===== src/rtl/dma_wr_burst_ctrl.sv =====
// dma_wr_burst_ctrl: splits a decompressed page into AXI write bursts, gates
// beat flow so W never leads AW, generates wlast and tracks B responses.
// Optional build macro DMA_WR_STATS_EN adds burst and stall statistics ports.
module dma_wr_burst_ctrl #(
  parameter int unsigned ADDR_W      = 64,
  parameter int unsigned BURST_BEATS = 64,
  parameter int unsigned MAX_OUTST   = 4
) (
  input  logic              clk,
  input  logic              rst_n,
  input  logic              start,
  input  logic [ADDR_W-1:0] dest_addr,
  input  logic [31:0]       decompression_length,
  output logic              busy,
  output logic              done,
  input  logic              in_valid,
  output logic              in_ready,
  output logic              awvalid,
  input  logic              awready,
  output logic [ADDR_W-1:0] awaddr,
  output logic [7:0]        awlen,
  output logic              wvalid,
  input  logic              wready,
  output logic              wlast,
  input  logic              bvalid,
  output logic              bready,
  output logic              bresp_err,
  input  logic [1:0]        bresp
`ifdef DMA_WR_STATS_EN
  ,
  output logic [15:0]       stat_bursts,
  output logic [31:0]       stat_stall
`endif
);

  localparam int unsigned BEAT_W      = 26;
  localparam int unsigned LEN_W       = 8;
  localparam int unsigned OUT_W       = $clog2(MAX_OUTST + 1);
  localparam int unsigned LOG_BB      = $clog2(BURST_BEATS);
  localparam int unsigned BURST_BYTES = 64 * BURST_BEATS;
  localparam logic [LEN_W-1:0] FULL_LEN = LEN_W'(BURST_BEATS - 1);

  typedef enum logic [1:0] {S_IDLE, S_RUN, S_DRAIN, S_FIN} state_e;

  state_e              state_q, state_d;
  logic                awvalid_q, awvalid_d;
  logic [ADDR_W-1:0]   awaddr_q, awaddr_d;
  logic [LEN_W-1:0]    awlen_q, awlen_d;
  logic [BEAT_W-1:0]   aw_left_q, aw_left_d;
  logic [BEAT_W-1:0]   w_left_q, w_left_d;
  logic [LEN_W-1:0]    last_len_q, last_len_d;
  logic [LEN_W-1:0]    beat_cnt_q, beat_cnt_d;
  logic [OUT_W-1:0]    credit_q, credit_d;
  logic [OUT_W-1:0]    outst_q, outst_d;
  logic                bresp_err_q, bresp_err_d;

  logic [BEAT_W-1:0]   total_beats, burst_rem, total_bursts;
  logic [LEN_W-1:0]    first_last_len, cur_len;
  logic                run, aw_fire, w_credit, w_fire, b_fire;

  // Page geometry derived from the requested length
  assign total_beats    = BEAT_W'(decompression_length[31:6]) + BEAT_W'(|decompression_length[5:0]);
  assign burst_rem      = total_beats & BEAT_W'(BURST_BEATS - 1);
  assign total_bursts   = (total_beats >> LOG_BB) + BEAT_W'(burst_rem != '0);
  assign first_last_len = (burst_rem == '0) ? FULL_LEN : LEN_W'(burst_rem - BEAT_W'(1));

  // Handshake decode; W is released only against an accepted (or accepting) AW
  assign run      = (state_q == S_RUN);
  assign aw_fire  = awvalid_q & awready;
  assign w_credit = run & ((credit_q != '0) | aw_fire);
  assign cur_len  = (w_left_q == BEAT_W'(1)) ? last_len_q : FULL_LEN;
  assign wvalid   = in_valid & w_credit;
  assign in_ready = wready & w_credit;
  assign wlast    = w_credit & (beat_cnt_q == cur_len);
  assign w_fire   = in_valid & wready & w_credit;
  assign b_fire   = bvalid & bready;

  assign busy      = (state_q != S_IDLE);
  assign bready    = (state_q != S_IDLE);
  assign done      = (state_q == S_FIN);
  assign awvalid   = awvalid_q;
  assign awaddr    = awaddr_q;
  assign awlen     = awlen_q;
  assign bresp_err = bresp_err_q;

  // Next-state, AW issue, W beat tracking and response bookkeeping
  always_comb begin
    state_d     = state_q;
    awvalid_d   = awvalid_q;
    awaddr_d    = awaddr_q;
    awlen_d     = awlen_q;
    aw_left_d   = aw_left_q;
    w_left_d    = w_left_q;
    last_len_d  = last_len_q;
    beat_cnt_d  = beat_cnt_q;
    credit_d    = credit_q + OUT_W'(aw_fire) - OUT_W'(w_fire & wlast);
    outst_d     = outst_q + OUT_W'(aw_fire) - OUT_W'(b_fire);
    bresp_err_d = bresp_err_q | (b_fire & (bresp != 2'b00));

    case (state_q)
      S_IDLE: begin
        if (start) begin
          bresp_err_d = 1'b0;
          beat_cnt_d  = '0;
          credit_d    = '0;
          outst_d     = '0;
          awaddr_d    = dest_addr & ~ADDR_W'(6'h3F);
          aw_left_d   = total_bursts;
          w_left_d    = total_bursts;
          last_len_d  = first_last_len;
          awlen_d     = (total_bursts == BEAT_W'(1)) ? first_last_len : FULL_LEN;
          if (total_beats == '0) begin
            state_d = S_FIN;
          end else begin
            state_d   = S_RUN;
            awvalid_d = 1'b1;
          end
        end
      end
      S_RUN: begin
        if (aw_fire) begin
          aw_left_d = aw_left_q - BEAT_W'(1);
          awaddr_d  = awaddr_q + ADDR_W'(BURST_BYTES);
          awlen_d   = (aw_left_q == BEAT_W'(2)) ? last_len_q : FULL_LEN;
          awvalid_d = (aw_left_q > BEAT_W'(1)) && (outst_d < OUT_W'(MAX_OUTST));
        end else if (!awvalid_q && (aw_left_q != '0) && (outst_q < OUT_W'(MAX_OUTST))) begin
          awvalid_d = 1'b1;
        end
        if (w_fire) begin
          if (wlast) begin
            beat_cnt_d = '0;
            w_left_d   = w_left_q - BEAT_W'(1);
          end else begin
            beat_cnt_d = beat_cnt_q + LEN_W'(1);
          end
        end
        if ((aw_left_d == '0) && (w_left_d == '0)) state_d = S_DRAIN;
      end
      S_DRAIN: begin
        if (outst_d == '0) state_d = S_FIN;
      end
      S_FIN: begin
        state_d = S_IDLE;
      end
      default: state_d = S_IDLE;
    endcase
  end

  // State and counter registers
  always_ff @(posedge clk or negedge rst_n) begin
    if (!rst_n) begin
      state_q     <= S_IDLE;
      awvalid_q   <= 1'b0;
      awaddr_q    <= '0;
      awlen_q     <= '0;
      aw_left_q   <= '0;
      w_left_q    <= '0;
      last_len_q  <= '0;
      beat_cnt_q  <= '0;
      credit_q    <= '0;
      outst_q     <= '0;
      bresp_err_q <= 1'b0;
    end else begin
      state_q     <= state_d;
      awvalid_q   <= awvalid_d;
      awaddr_q    <= awaddr_d;
      awlen_q     <= awlen_d;
      aw_left_q   <= aw_left_d;
      w_left_q    <= w_left_d;
      last_len_q  <= last_len_d;
      beat_cnt_q  <= beat_cnt_d;
      credit_q    <= credit_d;
      outst_q     <= outst_d;
      bresp_err_q <= bresp_err_d;
    end
  end

`ifdef DMA_WR_STATS_EN
  logic [15:0] stat_bursts_q, stat_bursts_d;
  logic [31:0] stat_stall_q, stat_stall_d;

  assign stat_bursts = stat_bursts_q;
  assign stat_stall  = stat_stall_q;

  // Saturating burst and stall counters, cleared when a page is accepted
  always_comb begin
    stat_bursts_d = stat_bursts_q;
    stat_stall_d  = stat_stall_q;
    if ((state_q == S_IDLE) && start) begin
      stat_bursts_d = '0;
      stat_stall_d  = '0;
    end else begin
      if (aw_fire && (stat_bursts_q != '1)) stat_bursts_d = stat_bursts_q + 16'd1;
      if (run && in_valid && !in_ready && (stat_stall_q != '1)) stat_stall_d = stat_stall_q + 32'd1;
    end
  end

  // Statistics registers
  always_ff @(posedge clk or negedge rst_n) begin
    if (!rst_n) begin
      stat_bursts_q <= '0;
      stat_stall_q  <= '0;
    end else begin
      stat_bursts_q <= stat_bursts_d;
      stat_stall_q  <= stat_stall_d;
    end
  end
`endif

endmodule


===== config.mk =====
export PLATFORM = sky130hd
export DESIGN_NAME = dma_wr_burst_ctrl
export DESIGN_NICKNAME = d
export VERILOG_FILES = /design/src/rtl/dma_wr_burst_ctrl.sv
export SDC_FILE = /design/constraint.sdc
export NUM_CORES = 1
export LEC_CHECK = 0
export BUFFER_PORTS_ARGS = -buffer_cell sky130_fd_sc_hd__buf_4
export CORE_MARGIN = 3
export CORE_UTILIZATION = 62
export CTS_BUF_LIST = sky130_fd_sc_hd__clkbuf_16
export CTS_CLUSTER_SIZE = 20
export DETAILED_ROUTE_END_ITERATION = 8
export GPL_TIMING_DRIVEN = 0
export PLACE_DENSITY_LB_ADDON = 0.15
export SYNTH_ARGS = -nofsm -noshare
export SYNTH_HDL_FRONTEND = slang
export SYNTH_SLANG_ARGS = --single-unit

===== constraint.sdc =====
create_clock -name clk -period 11.8 [get_ports clk]
set_input_delay 1.18 -clock clk [delete_from_list [all_inputs] [get_ports clk]]
set_output_delay 1.18 -clock clk [all_outputs]
set_load 0.01 [all_outputs]

==> impl_metrics.csv, run 1 <==
group,metric,value,unit
outcome,status,"finished clean",
worst_setup_path,worst_setup_path_end_kind,"register",
logic_synthesis,synth_fa_ha_area_frac,0.0290,
finish,nNetsFinal,1639,
logic_synthesis,synth_edf_count,0,
placed_design,place_area,0.0120,mm^2
logic_synthesis,netlist_area,0.0104,mm^2
power,comb_power_share,0.516,
power,clock_power_share,0.168,
timing,final_max_slew_viol_count,0,
worst_setup_path,rrSetupSlack,6.82,ns
cts,ctsHoldBuffers,0,
timing,period_share,0.502,
timing,fmax,0.169,GHz
grt,grt_max_degree,75,
placed_design,post-dp-hpwl,26.4,mm
worst_setup_path,required,12.10,ns
timing,worst_pin_slew,1.20,ns
detailed_routing,drt.antenna.violating_nets,0,
detailed_routing,drtIter0Drc,1585,
cts,clkLatencyLatePin,0.44,ns
grt,grt_pass1_wl,56.7,mm
logic_synthesis,synth_area_leaders,"dfrtp_1 34%, o21ai_0 5.4%, nand2_1 5.4%",
logic_synthesis,synth-async-reset-ratio,1.00,
power,powerDensity,249,mW/mm^2
logic_synthesis,yosysMostFrequentCell,"nand2_1",
logic_synthesis,synth-simple-area-share,0.278,
logic_synthesis,synthXorXnorAreaFrac,0.0546,
detailed_routing,drt-total-wl,36.7,mm
finish,fin_cells,1741,
detailed_routing,dr.pass1.iters,8,
cts,cts_tree,"yes",
hold_path,hp-class,"register to register",
floorplanning,io_pins,185,
grt,overflow,0,
detailed_routing,via_per_inst,6.74,
logic_synthesis,yosys.area.top_type,"dfrtp_1",
finish,fin_area,0.0125,mm^2
power,netSwitchingPower,0.00154,W
finish,area_growth,20.2,%
floorplanning,dieHeight,136,um
finish,drive_above_1_share,0.150,
logic_synthesis,synthTopCellsByCount,"149 x nand2_1, 142 x dfrtp_1, 112 x o21ai_0",
timing,tns,0,ns
power,p_seq_frac,0.315,
power,leakage,5.14,nW
cts,root_buffer,"clkbuf_16",
worst_setup_path,cp-start-kind,"primary input",
logic_synthesis,yosys_warnings,0,
power,intPower,0.00159,W
worst_setup_path,path_max_fanout,6,
power,vdd_drop_max,0.186,mV
cts,clkTransAtPathRegs,0.06,ns
placed_design,place_ws,5.15,ns
power,netSwitchingFraction,0.492,
floorplanning,core_area,0.0162,mm^2
placed_design,place_congestion,1.00,
grt,grtUsageTotal,0.390,
cts,cts_resized,0,
logic_synthesis,synth-compound-area-share,0.221,
timing,clock_skew,0.00975,ns
logic_synthesis,yosysSeqAreaShare,0.341,
detailed_routing,vias,11700,
worst_setup_path,slowest_delay,0.58,ns
worst_setup_path,cpMaxStageDelayCell,"nor4_1",
worst_setup_path,cp_common_cell,"ha_1",
floorplanning,row_count,46,
logic_synthesis,ys_types,82,
cts,cts_buffer_depth,2,
worst_setup_path,crit_arrival,6.22,ns
logic_synthesis,synthCells,1323,
worst_setup_path,cp_cell_sequence,"buf_4, nor4_1, nand2_1, ha_1, and3_1, nand3_1, a21boi_0, o21ai_0, nor2b_1, and2_1, inv_1, ha_1, ha_1, nor3b_1, nand2_1, o21bai_1, nand3_1, xor2_1, o211ai_1, nor4_1, clkbuf_2, a21oi_1",
placed_design,io_buffers,162,
job,drv_cap,0,
grt,grt_pass1_vias,10900,
logic_synthesis,netlist.area_leader.share,0.341,
floorplanning,start_util,0.645,
floorplanning,die_area,0.0184,mm^2
logic_synthesis,synth_mux_area_frac,0.0247,
grt,antenna_found_initial,1,
logic_synthesis,synth_top_family_by_area,"simple AND/OR/NAND/NOR gates",
detailed_routing,wl_per_cell,21.1,um
cts,cts_num_sinks,142,
worst_setup_path,critPathKind,"primary input to register",
logic_synthesis,synthFlopType,"dfrtp_1",
cts,cts_setup_buffers,0,
timing,setup_viol,0,
cts,htree_levels,4,
timing,setup_slack,5.87,ns
floorplanning,die_w,136,um
logic_synthesis,ys_seq_elements,142,
timing,rsz0062_at_grt,"no",
logic_synthesis,postSynthAreaPerCell,7.88,um^2
timing,slew_headroom,0.199,
timing,hold_violations,0,
placed_design,dp.cells,1707,
power,total_power,0.00313,W
detailed_routing,drc,0,
cts,numCtsBuffers,17,
timing,fin_crit,5.93,ns
-- final timing paths --
check / startpoint / end / cells past startpoint
max in group asynchronous: rst_n / w_left_q[21] / 2
min reg2reg: awaddr[11] / awaddr[11] / 2
min in group asynchronous: rst_n / beat_cnt_q[2] / 1
min: awaddr[11] / awaddr[11] / 2
max: decompression_length[3] / awlen[5] / 22
max reg2reg: aw_left_q[5] / state_q[1] / 12
-- placed cells by master (no fill, tap or decap), drive strengths merged, types with 7 or more instances in the layout --
master	synthesis	layout
a22oi	11	11
o41ai	8	8
or3	21	21
o22ai	45	45
and2	17	17
xor2	27	27
and3	23	23
clkbuf	67	85
nor2	95	95
or4	11	11
buf	14	177
nand4	25	25
a211oi	11	11
clkinv	1	8
a222oi	10	10
nor2b	9	9
nand2	149	149
inv	51	56
nor3	62	62
and4	7	7
nand3	87	87
a21oi	79	79
nor4	30	30
ha	21	21
a31oi	20	20
mux2i	19	19
a21o	10	10
o211ai	7	7
dfrtp	142	142
xnor2	38	38
o21ai	116	116
-- routing by layer --
metal / global-route usage / routed length [um]
met4: 0.162 / 1570
met3: 0.117 / 4860
met5: 0 / 13
met2: 0.603 / 16500
met1: 0.513 / 13800
-- sequential cells by signal (all words and copies together), names as in the netlist --
signal and count:
awaddr 58, aw_left_q 26, w_left_q 26, beat_cnt_q 8
awlen 7, last_len_q 7, credit_q 3, outst_q 3
state_q 2, awvalid 1, bresp_err 1
-- power groups by stage --
stage	Combinational [W]	Sequential, W	Clock [W]
finish	0.00161	0.000986	0.000527
global route	0.00174	0.00102	0.000542
CTS	0.00157	0.000970	0.000521
detailed placement	0.00155	0.000974	0
global placement	0.00150	0.000964	0
floorplan	0.000936	0.000952	0
-- kinds of logic (layout without fill, tap and decap cells) --
| group | Yosys count | count (layout) |
|---|---|---|
| xor+xnor | 65 | 65 |
| compound gates | 367 | 367 |
| simple gates | 567 | 567 |
| mux | 25 | 25 |
| other cells | 1 | 7 |
| flops | 142 | 142 |
| fa+ha+maj | 23 | 23 |
| buf+inv | 133 | 329 |
-- through the flow --
stage,util,hold WS [ns]
after floorplan,-,0.469
after global placement,0.738,0.463
after detailed placement,0.740,0.466
after CTS,0.775,0.488
after global routing,0.775,0.512
final,0.775,0.485
-- layout make-up --
type	instances	area, um^2
Buffer	81	337
Clock buffer	17	425
Antenna cell	1	2.50
Clock inverter	15	138
Multi-Input combinational cell	1053	6360
Timing Repair Buffer	164	1250
Sequential cell	142	3550
Tap cell	216	270
Fill cell	1254	3640
Inverter	52	195
-- critical path, delay by kind of cell --
kind | cells | cell delay (ns)
AND/OR/NAND/NOR | 10 | 2.51
buffers and inverters | 3 | 0.59
adder cells (fa/ha/maj) | 3 | 0.61
XOR/XNOR | 1 | 0.50
AO/OA/AOI/OAI | 5 | 0.84
Power figures use the tool's default switching activity.
==> run 2, diff against run 1 <==
--- a/config.mk
+++ b/config.mk
@@ -7,7 +7,7 @@
 export LEC_CHECK = 0
 export BUFFER_PORTS_ARGS = -buffer_cell sky130_fd_sc_hd__buf_4
 export CORE_MARGIN = 3
-export CORE_UTILIZATION = 62
+export CORE_UTILIZATION = 58
 export CTS_BUF_LIST = sky130_fd_sc_hd__clkbuf_16
 export CTS_CLUSTER_SIZE = 20
 export DETAILED_ROUTE_END_ITERATION = 8
==> constraint.sdc (replaced) <==
create_clock -name clk -period 6.1 [get_ports clk]
set_input_delay 0.61 -clock clk [delete_from_list [all_inputs] [get_ports clk]]
set_output_delay 0.61 -clock clk [all_outputs]
set_load 0.01 [all_outputs]
==> impl_metrics.csv, run 2 (same netlist as run 1, synthesis figures left out) <==
group,metric,value,unit
outcome,status,"finished clean",
finish,final_cell_mix,"169 x buf_4, 149 x nand2_1, 142 x dfrtp_1, 112 x o21ai_0, 95 x nor2_1",
grt,grt_pass1_vias,10500,
floorplanning,die_w,140,um
worst_setup_path,slowest_delay,0.76,ns
timing,hold_violations,0,
timing,setup_viol,0,
cts,cts_tree,"yes",
worst_setup_path,critPathTopFamily,"simple AND/OR/NAND/NOR gates",
detailed_routing,dr.pass1.iters,8,
finish,mostFrequentLayoutCell,"buf_4",
floorplanning,die_area,0.0196,mm^2
worst_setup_path,worstPathBufferInverterCount,2,
cts,root_buffer,"clkbuf_16",
finish,nNetsFinal,1638,
timing,fin_crit,5.35,ns
worst_setup_path,crit_arrival,5.64,ns
floorplanning,io_pins,185,
finish,largest_reg_flops,58,
timing,final_max_slew_viol_count,0,
detailed_routing,vias,11500,
floorplanning,row_count,48,
timing,rsz0062_at_grt,"no",
placed_design,io_buffers,162,
timing,slew_headroom,0.331,
detailed_routing,drt-total-wl,36.4,mm
worst_setup_path,cp-start-kind,"primary input",
worst_setup_path,critPathKind,"primary input to register",
timing,period_share,0.878,
cts,cts_buffer_depth,2,
finish,antennaDiodeCount,0,
job,drv_cap,0,
finish,multi_input_area,0.00637,mm^2
cts,cts_num_sinks,142,
timing,fmax,0.187,GHz
worst_setup_path,path_max_fanout,7,
placed_design,post-dp-hpwl,26.2,mm
placed_design,place_congestion,1.04,
power,vdd_drop_max,0.305,mV
floorplanning,core_area,0.0175,mm^2
power,leakage,5.16,nW
grt,antenna_found_initial,0,
worst_setup_path,worst_setup_path_end_kind,"register",
grt,grt_max_degree,96,
cts,clkLatencyLatePin,0.44,ns
power,powerDensity,484,mW/mm^2
cts,numCtsBuffers,17,
finish,drive_above_1_share,0.152,
grt,overflow,0,
finish,area_growth,20.6,%
cts,clkTransAtPathRegs,0.07,ns
detailed_routing,wl_per_cell,20.8,um
finish,regArea,0.00355,mm^2
cts,cts_resized,0,
timing,clock_skew,0.0114,ns
detailed_routing,via_per_inst,6.60,
floorplanning,start_util,0.597,
cts,ctsHoldBuffers,0,
grt,grtUsageTotal,0.358,
detailed_routing,drc,0,
timing,setup_slack,0.745,ns
timing,timing.hold.ws,0.103,ns
finish,fillers,1404,
worst_setup_path,cpMaxStageDelayCell,"nor4_2",
detailed_routing,drt.antenna.violating_nets,0,
placed_design,place_ws,0.374,ns
detailed_routing,drtIter0Drc,1266,
cts,cts_setup_buffers,0,
hold_path,hp-class,"primary input to asynchronous set/reset pin",
worst_setup_path,cp_cell_sequence,"buf_4, nor4_1, nand2_1, ha_1, and3_1, nand3_1, a21boi_0, o21ai_0, nor2b_1, and2_1, inv_1, ha_1, ha_1, nor3b_1, xor2_1, nand3_1, nor4_1, nand3_1, nor4_2, a21oi_1",
worst_setup_path,required,6.38,ns
cts,htree_levels,4,
floorplanning,dieHeight,140,um
grt,grt_pass1_wl,56.3,mm
timing,worst_pin_slew,1.00,ns
[run 2: changes by cell type in the layout (fill, tap and decap cells not counted)]
cell,before,now
nor4_2,1,2
diode_2,1,0
clkbuf_2,1,0
clkinv_1,4,1
clkinvlp_4,2,1
inv_8,1,4
clkinv_4,4,2
inv_6,4,6
nor4_1,28,27
clkinv_8,0,1
[run 2: area by class of cell]
class | count | share of cell area
Timing Repair Buffer | 163 | 0.0992
Inverter | 52 | 0.0155
Tap cell | 225 | 0.0224
Sequential cell | 142 | 0.283
Clock inverter | 15 | 0.0134
Clock buffer | 17 | 0.0338
Multi-Input combinational cell | 1053 | 0.506
Buffer | 81 | 0.0268
[run 2: path summary, 6_finish.rpt]
path | start | to | slack (ns) | cells after the start
max | decompression_length[3] | awlen[3] | 0.75 | 20
min | rst_n | beat_cnt_q[2] | 0.10 | 1
max reg2reg | aw_left_q[5] | state_q[1] | 1.16 | 12
min reg2reg | awaddr[9] | awaddr[9] | 0.48 | 2
max in group asynchronous | rst_n | aw_left_q[12] | 5.10 | 2
min in group clk | dest_addr[7] | awaddr[7] | 0.36 | 3
[run 2: metrics by stage]
stage	utilization	cell area, um^2	setup TNS, ns	instances	power (W)
6_report	0.720	12600	0	1748	0.00608
5_1_grt	0.720	12600	0	1748	0.00642
4_1_cts	0.720	12600	0	1748	0.00596
3_5_place_dp	0.686	12000	0	1716	0.00487
3_3_place_gp	0.683	11900	-0.383	1715	0.00478
2_1_floorplan	-	10400	0	1328	0.00365
[run 2: layer usage]
metal,wire (um),up-vias,GRT usage
li1,-,5283,-
met1,14400,5379,0.485
met2,16300,725,0.552
met3,3970,152,0.0802
met4,1670,0,0.158
met5,0,-,0
[run 2: power breakdown]
group	total (W)	switching [W]	internal (W)
logic	0.00310	0.00194	0.00116
registers	0.00191	0.000562	0.00134
clock network	0.00107	0.000490	0.000585
total	0.00608	0.00299	0.00309
==> run 3, diff against run 2 <==
--- a/config.mk
+++ b/config.mk
@@ -12,7 +12,7 @@
 export CTS_CLUSTER_SIZE = 20
 export DETAILED_ROUTE_END_ITERATION = 8
 export GPL_TIMING_DRIVEN = 0
-export PLACE_DENSITY_LB_ADDON = 0.15
+export PLACE_DENSITY = 0.82
 export SYNTH_ARGS = -nofsm -noshare
 export SYNTH_HDL_FRONTEND = slang
 export SYNTH_SLANG_ARGS = --single-unit
==> impl_metrics.csv, run 3 (same netlist as run 1, synthesis figures left out) <==
group,metric,value,unit
outcome,status,"finished clean",
finish,post-route-util,0.718,
timing,clock_skew,0.0124,ns
worst_setup_path,crit_arrival,5.66,ns
worst_setup_path,rrSetupSlack,1.16,ns
detailed_routing,drt.antenna.violating_nets,0,
detailed_routing,wl_met2,16.6,mm
floorplanning,io_pins,185,
detailed_routing,wl_per_cell,20.9,um
timing,final_max_slew_viol_count,0,
cts,cts_setup_buffers,0,
finish,final_cell_mix,"169 x buf_4, 149 x nand2_1, 142 x dfrtp_1, 112 x o21ai_0, 95 x nor2_1",
worst_setup_path,worstReg2RegStart,"w_left_q[22]",
worst_setup_path,endpoint,"awlen[5]",
timing,fmax,0.186,GHz
detailed_routing,wl_met1,14.2,mm
finish,largest_reg_flops,58,
cts,root_buffer,"clkbuf_16",
finish,nNetsFinal,1638,
worst_setup_path,r2r_end,"w_left_q[19]",
detailed_routing,routed-wl-met3,4.13,mm
floorplanning,row_count,48,
finish,fin_cells,1748,
detailed_routing,drc,0,
worst_setup_path,required,6.38,ns
power,total_power,0.00602,W
detailed_routing,drt-total-wl,36.6,mm
finish,antennaDiodeCount,0,
placed_design,place_congestion,1.05,
detailed_routing,routed.top_layer,"met4",
hold_path,hp-class,"primary input to asynchronous set/reset pin",
floorplanning,start_util,0.597,
timing,period_share,0.882,
worst_setup_path,r2r_cells,11,
placed_design,post-dp-hpwl,26.8,mm
floorplanning,die_area,0.0196,mm^2
timing,worst_pin_slew,1.10,ns
detailed_routing,vias,11500,
worst_setup_path,cp-start-kind,"primary input",
grt,antenna_found_initial,0,
cts,clkLatencyLatePin,0.44,ns
cts,cts_num_sinks,142,
floorplanning,dieHeight,140,um
grt,grt_pass1_wl,57.7,mm
timing,slew_headroom,0.264,
job,drv_cap,0,
finish,drive_above_1_share,0.152,
power,powerDensity,480,mW/mm^2
power,vdd_drop_max,0.300,mV
worst_setup_path,startpoint,"decompression_length[3]",
worst_setup_path,critPathKind,"primary input to register",
cts,ctsHoldBuffers,0,
cts,cts_resized,0,
detailed_routing,drtIter0Drc,1327,
finish,mostFrequentLayoutCell,"buf_4",
cts,cts_buffer_depth,2,
cts,clkTransAtPathRegs,0.07,ns
finish,area_growth,20.3,%
timing,hold_violations,0,
timing,fin_crit,5.38,ns
power,leakage,5.13,nW
worst_setup_path,path_max_fanout,7,
floorplanning,core_area,0.0175,mm^2
grt,overflow,0,
timing,rsz0062_at_grt,"no",
grt,grtUsageTotal,0.365,
timing,setup_viol,0,
worst_setup_path,worst_setup_path_end_kind,"register",
detailed_routing,dr.pass1.iters,8,
placed_design,dp.cells,1716,
placed_design,io_buffers,162,
grt,grt_max_degree,83,
cts,htree_levels,4,
cts,numCtsBuffers,17,
cts,cts_tree,"yes",
grt,grt_pass1_vias,10800,
detailed_routing,via_per_inst,6.59,
floorplanning,die_w,140,um
-- run 3: metrics by stage --
step	instance area (um^2)	worst slack [ns]	hold WS, ns	setup TNS [ns]
after floorplan	10400	1.56	0.314	0
after global placement	11900	-0.0212	0.464	-0.0315
after detailed placement	12000	0.436	0.464	0
after CTS	12500	0.861	0.174	0
after global routing	12500	0.339	0.193	0
final	12500	0.720	0.135	0
-- run 3: report_power, final --
part | internal (W) | switching (W)
Sequential | 0.00135 | 0.000563
Clock | 0.000565 | 0.000460
Combinational | 0.00116 | 0.00192
Total | 0.00307 | 0.00295
-- run 3: worst max-delay path, stage by stage --
cell and delay (ns):
buf_4 0.11, nor4_1 0.26, nand2_1 0.09, ha_1 0.22, and3_1 0.20, nand3_1 0.21
a21boi_0 0.19, o21ai_0 0.13, nor2b_1 0.17, and2_1 0.20, inv_1 0.20, ha_1 0.22
ha_1 0.18, nor3b_1 0.42, nand2_1 0.16, o21bai_1 0.24, nand3_1 0.12, xor2_1 0.47
o211ai_1 0.18, nor4_2 0.86, a21oi_1 0.19
-- run 3: worst min path at each step --
stage / startpoint / to / slack [ns] / depth (start not counted)
after floorplan: rst_n / aw_left_q[0] / 0.31 / 0
after global placement: awaddr[8] / awaddr[8] / 0.46 / 2
after detailed placement: awaddr[11] / awaddr[11] / 0.46 / 2
after CTS: rst_n / beat_cnt_q[3] / 0.17 / 1
after global routing: rst_n / beat_cnt_q[3] / 0.19 / 1
final: rst_n / beat_cnt_q[3] / 0.13 / 1
-- run 3: routing by layer --
metal,vias up,track usage
li1,5266,-
met1,5391,0.481
met2,723,0.575
met3,131,0.0847
met4,0,0.168
met5,-,0
-- run 3: area by class of cell --
cell class	instances	area, um^2
Buffer	81	337
Clock buffer	17	425
Clock inverter	15	138
Fill cell	1450	4930
Inverter	52	195
Multi-Input combinational cell	1053	6370
Sequential cell	142	3550
Tap cell	225	282
Timing Repair Buffer	163	1250
